$ cat src/rtl/ball_move_ctrl_pkg.sv
// +--------------------------------------------------------------------+
// | ball_pkg: shared FSM/direction types and HID keycode constants      |
// | Rev 1.0 - initial release                                           |
// +--------------------------------------------------------------------+
`default_nettype none

package ball_pkg;

  typedef enum logic [1:0] {
    IDLE   = 2'd0,
    DECODE = 2'd1,
    CHECK  = 2'd2,
    MOVE   = 2'd3
  } state_t;

  typedef enum logic [2:0] {
    NONE  = 3'd0,
    UP    = 3'd1,
    DOWN  = 3'd2,
    LEFT  = 3'd3,
    RIGHT = 3'd4
  } dir_t;

  localparam logic [7:0] KEY_W = 8'h1A;
  localparam logic [7:0] KEY_A = 8'h04;
  localparam logic [7:0] KEY_S = 8'h16;
  localparam logic [7:0] KEY_D = 8'h07;

  function automatic dir_t key_to_dir(input logic [7:0] code);
    dir_t d;
    d = NONE;
    case (code)
      KEY_W:   d = UP;
      KEY_S:   d = DOWN;
      KEY_A:   d = LEFT;
      KEY_D:   d = RIGHT;
      default: d = NONE;
    endcase
    return d;
  endfunction

endpackage

`default_nettype wire

$ cat src/rtl/ball_move_ctrl_key_decode.sv
// +--------------------------------------------------------------------+
// | ball_key_decode: two HID usage codes -> one direction, low byte wins |
// | Rev 1.0 - initial release                                           |
// +--------------------------------------------------------------------+
`default_nettype none

module ball_key_decode
  import ball_pkg::*;
(
  input  logic [15:0] keycode,
  output dir_t        dir
);

  dir_t lo_dir;
  dir_t hi_dir;

  always_comb begin
    lo_dir = key_to_dir(keycode[7:0]);
    hi_dir = key_to_dir(keycode[15:8]);
    dir    = (lo_dir != NONE) ? lo_dir : hi_dir;
  end

endmodule

`default_nettype wire

$ cat src/rtl/ball_move_ctrl.sv
// +--------------------------------------------------------------------+
// | ball_move_ctrl: per-frame ball movement with wall-query handshake    |
// | Rev 1.0 - initial release                                           |
// +--------------------------------------------------------------------+
`default_nettype none

module ball_move_ctrl
  import ball_pkg::*;
#(
  parameter logic [9:0] X_START     = 10'd320,
  parameter logic [9:0] Y_START     = 10'd240,
  parameter logic [9:0] X_MAX       = 10'd639,
  parameter logic [9:0] Y_MAX       = 10'd479,
  parameter logic [9:0] STEP        = 10'd2,
  parameter logic [9:0] EXIT_X      = 10'd620,
  parameter logic [4:0] ACK_TIMEOUT = 5'd16
) (
  input  logic        Clk,
  input  logic        Reset,
  input  logic        frame_vs,
  input  logic [15:0] keycode,
  output logic        wall_req,
  output logic [9:0]  wall_x,
  output logic [9:0]  wall_y,
  input  logic        wall_ack,
  input  logic        wall_hit,
  output logic [9:0]  BallX,
  output logic [9:0]  BallY,
  output logic [1:0]  map,
  output logic        busy,
  output logic        frame_miss,
  output logic        wall_timeout
);

  state_t      state_q, state_d;
  logic        vs_q, vs_d;
  logic [4:0]  cnt_q, cnt_d;
  logic [9:0]  cand_x_q, cand_x_d;
  logic [9:0]  cand_y_q, cand_y_d;
  logic [9:0]  ball_x_q, ball_x_d;
  logic [9:0]  ball_y_q, ball_y_d;
  logic [1:0]  map_q, map_d;
  logic        frame_miss_q, frame_miss_d;
  logic        wall_timeout_q, wall_timeout_d;

  logic        tick;
  dir_t        dir;

  ball_key_decode u_key_decode (
    .keycode (keycode),
    .dir     (dir)
  );

  assign tick = vs_q & ~frame_vs;

  always_ff @(posedge Clk) begin
    if (Reset) begin
      state_q        <= IDLE;
      vs_q           <= 1'b1;
      cnt_q          <= '0;
      cand_x_q       <= '0;
      cand_y_q       <= '0;
      ball_x_q       <= X_START;
      ball_y_q       <= Y_START;
      map_q          <= '0;
      frame_miss_q   <= 1'b0;
      wall_timeout_q <= 1'b0;
    end else begin
      state_q        <= state_d;
      vs_q           <= vs_d;
      cnt_q          <= cnt_d;
      cand_x_q       <= cand_x_d;
      cand_y_q       <= cand_y_d;
      ball_x_q       <= ball_x_d;
      ball_y_q       <= ball_y_d;
      map_q          <= map_d;
      frame_miss_q   <= frame_miss_d;
      wall_timeout_q <= wall_timeout_d;
    end
  end

  always_comb begin
    state_d        = state_q;
    vs_d           = frame_vs;
    cnt_d          = cnt_q;
    cand_x_d       = cand_x_q;
    cand_y_d       = cand_y_q;
    ball_x_d       = ball_x_q;
    ball_y_d       = ball_y_q;
    map_d          = map_q;
    // Ticks are never queued: anything arriving outside IDLE is reported and lost.
    frame_miss_d   = tick & (state_q != IDLE);
    wall_timeout_d = 1'b0;

    case (state_q)
      IDLE: begin
        if (tick) begin
          state_d = DECODE;
        end
      end

      DECODE: begin
        cnt_d    = '0;
        cand_x_d = ball_x_q;
        cand_y_d = ball_y_q;
        case (dir)
          UP:      cand_y_d = (ball_y_q < STEP) ? 10'd0 : ball_y_q - STEP;
          DOWN:    cand_y_d = (ball_y_q > Y_MAX - STEP) ? Y_MAX : ball_y_q + STEP;
          LEFT:    cand_x_d = (ball_x_q < STEP) ? 10'd0 : ball_x_q - STEP;
          RIGHT:   cand_x_d = (ball_x_q > X_MAX - STEP) ? X_MAX : ball_x_q + STEP;
          default: begin
            cand_x_d = cand_x_q;
            cand_y_d = cand_y_q;
          end
        endcase
        state_d = (dir == NONE) ? IDLE : CHECK;
      end

      CHECK: begin
        cnt_d = cnt_q + 5'd1;
        if (wall_ack) begin
          state_d = wall_hit ? IDLE : MOVE;
        end else if (cnt_d == ACK_TIMEOUT) begin
          wall_timeout_d = 1'b1;
          state_d        = IDLE;
        end
      end

      MOVE: begin
        if (cand_x_q >= EXIT_X) begin
          map_d    = map_q + 2'd1;
          ball_x_d = X_START;
          ball_y_d = Y_START;
        end else begin
          ball_x_d = cand_x_q;
          ball_y_d = cand_y_q;
        end
        state_d = IDLE;
      end

      default: state_d = IDLE;
    endcase
  end

  assign wall_req     = (state_q == CHECK);
  assign wall_x       = cand_x_q;
  assign wall_y       = cand_y_q;
  assign BallX        = ball_x_q;
  assign BallY        = ball_y_q;
  assign map          = map_q;
  assign busy         = (state_q != IDLE);
  assign frame_miss   = frame_miss_q;
  assign wall_timeout = wall_timeout_q;

endmodule

`default_nettype wire

$ cat config.mk
export PLATFORM = sky130hd
export DESIGN_NAME = ball_move_ctrl
export DESIGN_NICKNAME = d
export VERILOG_FILES = /design/src/rtl/ball_move_ctrl_pkg.sv /design/src/rtl/ball_move_ctrl_key_decode.sv /design/src/rtl/ball_move_ctrl.sv
export SDC_FILE = /design/constraint.sdc
export NUM_CORES = 1
export LEC_CHECK = 0
export BUFFER_PORTS_ARGS = -buffer_cell sky130_fd_sc_hd__buf_4
export CORE_MARGIN = 4
export CORE_UTILIZATION = 57
export CTS_BUF_LIST = sky130_fd_sc_hd__clkbuf_8
export DETAILED_ROUTE_END_ITERATION = 10
export GPL_ROUTABILITY_DRIVEN = 0
export PLACE_DENSITY = 0.78
export SYNTH_ARGS = -nofsm -noshare
export SYNTH_HDL_FRONTEND = slang
export SYNTH_HIERARCHICAL = 1
export SYNTH_SLANG_ARGS = --single-unit
$ cat constraint.sdc
create_clock -name Clk -period 3.7 [get_ports Clk]
set_input_delay 0.925 -clock Clk [delete_from_list [all_inputs] [get_ports Clk]]
set_output_delay 0.925 -clock Clk [all_outputs]
set_load 0.01 [all_outputs]
==> flow_summary.json <==
{
  "hold_path_startpoint": "vs_q",
  "clock_skew_ns": 0.005209,
  "ant_nets": 0,
  "relSlewSlack_pct": 52.01,
  "placed_area_sq_um": 3943,
  "grt_pass1_wl_mm": 15.14,
  "swShare_pct": 24.48,
  "fin_area_sq_um": 4036,
  "slowest_delay_ns": 0.59,
  "seqPwrFrac_pct": 56.7,
  "avgSynthCellArea_sq_um": 7.814,
  "synth-async-reset-ratio_pct": 0,
  "syn-num-nets": 468,
  "r2r_slack_ns": 1.42,
  "die_w_um": 85.40,
  "die_y_um": 85.40,
  "clk_latency_ns": 0.31,
  "setup_viol_count_final": 0,
  "vdd_drop_max_v": 0.0001872,
  "p_comb_share_pct": 9.5,
  "io_pins": 67,
  "areaGrowthSynthToFinish_pct": 18.21,
  "start_util_pct": 60.52,
  "wl_per_cell_um": 16.19,
  "fin_crit_sh_pct": 87.95,
  "cts_setup_buffers": 0,
  "nets": 516,
  "yosys_most_used_dff": "dfxtp_1",
  "ys_warn_count": 6,
  "r2r_start": "BallY[3]",
  "path_class": "input port to register",
  "drtPass1Iterations": 5,
  "dp_hpwl_mm": 6.491,
  "status": "finished, final reports clean",
  "clockRootBuffer": "clkbuf_8",
  "drt-total-wl_mm": 9.033,
  "start_kind": "input port",
  "vias": 3435,
  "clock_sinks": 52,
  "wirelength_met1_mm": 3.998,
  "rsz0062_at_grt": "false",
  "reg2reg_to": "wall_y[1]",
  "grt_pass1_vias": 3235,
  "ys_types": 64,
  "placed_cells": 550,
  "p_total_mw": 1.003,
  "fin_setup_tns_ns": 0,
  "worst_path_max_delay_cell": "or3b_2",
  "drt_iter0_drc": 271,
  "top_layer_used": "met4",
  "die_area_sq_um": 7292,
  "syn-cell-area_sq_um": 3415,
  "cts_buffer_depth": 2,
  "grt-ovfl-total": 0,
  "min_period_ns": 3.254,
  "synth_top_family_by_area": "simple AND/OR/NAND/NOR gates",
  "ctsHtreeMaxLevel": 2,
  "grt_util_all_layers_pct": 24.79,
  "synth_xor_area_share_pct": 4.874,
  "rows": 27,
  "switching_power_mw": 0.2454,
  "holdCritPathClass": "register to register",
  "yosys.area_share.simple_pct": 28.51,
  "power_density_nw_per_um2": 248.4,
  "synthMuxAreaShare_pct": 6.596,
  "wl_met3_um": 714,
  "reg2regPathDepth": 5,
  "synthAdderAreaFrac_pct": 3.664,
  "max_cap_viol_count": 0,
  "grt_antenna_before_repair": 0,
  "worstHoldEndpoint": "frame_miss",
  "synth_edf_count": 0,
  "numCtsBuffers": 5,
  "antennaDiodeCount": 0,
  "ys_ff_latch": 52,
  "worstPathArrival_ns": 3.49,
  "grt_max_degree": 36,
  "cp.required_ns": 3.93,
  "postCtsResizedCells": 0,
  "port_buffers": 66,
  "drive_above_1_share_pct": 20.58,
  "cp_cell_sequence": "buf_4 -> nor3b_1 -> buf_4 -> nand2b_1 -> o2111ai_1 -> nand3_1 -> or3b_2 -> nand2b_1 -> a2111oi_0 -> a21oi_1 -> a211oi_1",
  "cts_tree": "built",
  "pwr-share-clk_pct": 33.8,
  "holdBufCountCts": 0,
  "hold_viol": 0,
  "clock.fmax_mhz": 307.3,
  "finalMaxSlewViolations": 0,
  "end_kind": "register",
  "drc_errors": 0,
  "clk_pin_slew_ns": 0.09,
  "coreArea_sq_um": 5642,
  "crit_fanout": 11,
  "ys_seq_area_share_pct": 30.49,
  "synthCells": 437,
  "synth_compound_gate_area_share_pct": 20.08,
  "wl_met2_mm": 4.129,
  "whs_path_depth": 2,
  "p_int_mw": 0.7572,
  "worst_slew_pin_slew_ns": 0.7123,
  "stdcell_count": 558,
  "vias_per_cell": 6.156,
  "p_leak_nw": 1.562
}
[Yosys cell counts (5+ instances only)]
cell	n	share of area, %
nand2_1	36	4.0
and3_1	5	0.92
nor4_1	5	0.92
xnor2_1	7	1.8
nand3_1	18	2.6
inv_1	14	1.5
clkbuf_1	28	3.1
a211oi_1	9	2.0
nor2b_1	6	1.1
a31oi_1	7	1.3
mux2i_1	18	5.3
o21ai_0	15	2.2
nand2b_1	9	1.6
ha_1	10	3.7
nor3_1	11	1.6
dfxtp_1	52	30
a21oi_1	25	3.7
nor2_1	58	6.4
nand4_1	7	1.3
xor2_1	12	3.1
[worst max path at each step]
stage	from	endpoint	slack, ns
floorplan	keycode[5]	wall_y[5]	0.38
global placement	keycode[5]	wall_y[5]	0.26
detailed placement	keycode[4]	wall_y[5]	0.14
CTS	keycode[3]	wall_y[5]	0.43
global route	keycode[3]	wall_y[5]	0.20
finish	keycode[4]	wall_y[5]	0.45
[layout make-up]
class / instances / area, sq um
multi-input cells: 336 / 2176
fillers: 477 / 1605
flip-flops and latches: 52 / 1041
repair buffers: 76 / 583.1
well taps: 72 / 90.09
clock buffers: 6 / 82.58
inverters: 14 / 52.55
clock inverters: 2 / 11.26
[worst max-delay path: cells and delay by family]
kind	cells	cell delay (ns)
buf+inv	2	0.30
simple gates	5	1.37
compound gates	4	0.87
[sequential cells by signal, indices dropped and copies added (netlist names)]
name / count
state_q: 2
BallY: 10
frame_miss: 1
map: 2
wall_y: 10
vs_q: 1
wall_timeout: 1
cnt_q: 5
BallX: 10
wall_x: 10
[through the flow]
| step | hold WS, ns | worst slack (ns) | utilization (%) |
|---|---|---|---|
| final | 0.4448 | 0.4459 | 71.55 |
| after global routing | 0.4656 | 0.2009 | 71.55 |
| after CTS | 0.4443 | 0.4346 | 71.55 |
| after detailed placement | 0.4311 | 0.1377 | 69.88 |
| after global placement | 0.4268 | 0.2650 | 69.88 |
| after floorplan | 0.4137 | 0.3839 | - |
[layout by cell type (no fill, tap or decap), types with 5 or more instances in the layout]
cell | Yosys | layout
buf_4 | 0 | 75
nor2_1 | 58 | 58
dfxtp_1 | 52 | 52
nand2_1 | 36 | 36
a21oi_1 | 25 | 25
nand3_1 | 18 | 18
mux2i_1 | 18 | 18
inv_1 | 14 | 15
o21ai_0 | 15 | 15
xor2_1 | 12 | 12
nor3_1 | 11 | 11
ha_1 | 10 | 10
a211oi_1 | 9 | 9
nand2b_1 | 9 | 9
xnor2_1 | 7 | 7
a31oi_1 | 7 | 7
nand4_1 | 7 | 7
nor2b_1 | 6 | 6
clkbuf_8 | 0 | 6
nor4_1 | 5 | 5
and3_1 | 5 | 5
[power groups by stage]
stage	clock network, mW	logic [mW]	registers, mW
4_1_cts	0.347	0.0950	0.569
3_3_place_gp	0	0.0920	0.582
5_1_grt	0.367	0.105	0.570
6_report	0.339	0.0954	0.569
2_1_floorplan	0	0.0521	0.582
3_5_place_dp	0	0.0948	0.582
[cells by family after synthesis]
kind of cell,Yosys count
AND/OR/NAND/NOR,187
AO/OA/AOI/OAI,98
flip-flops,52
buffers and inverters,49
multiplexers,22
XOR/XNOR,19
adder cells (fa/ha/maj),10
[per-layer routing]
layer  vias to the layer above  GRT usage [%]
met1                      1588          32.34
met4                         0          10.07
met3                        25          5.049
met2                       150          39.76
li1                       1672              -
met5                         -              0
Power figures use the tool's default switching activity.
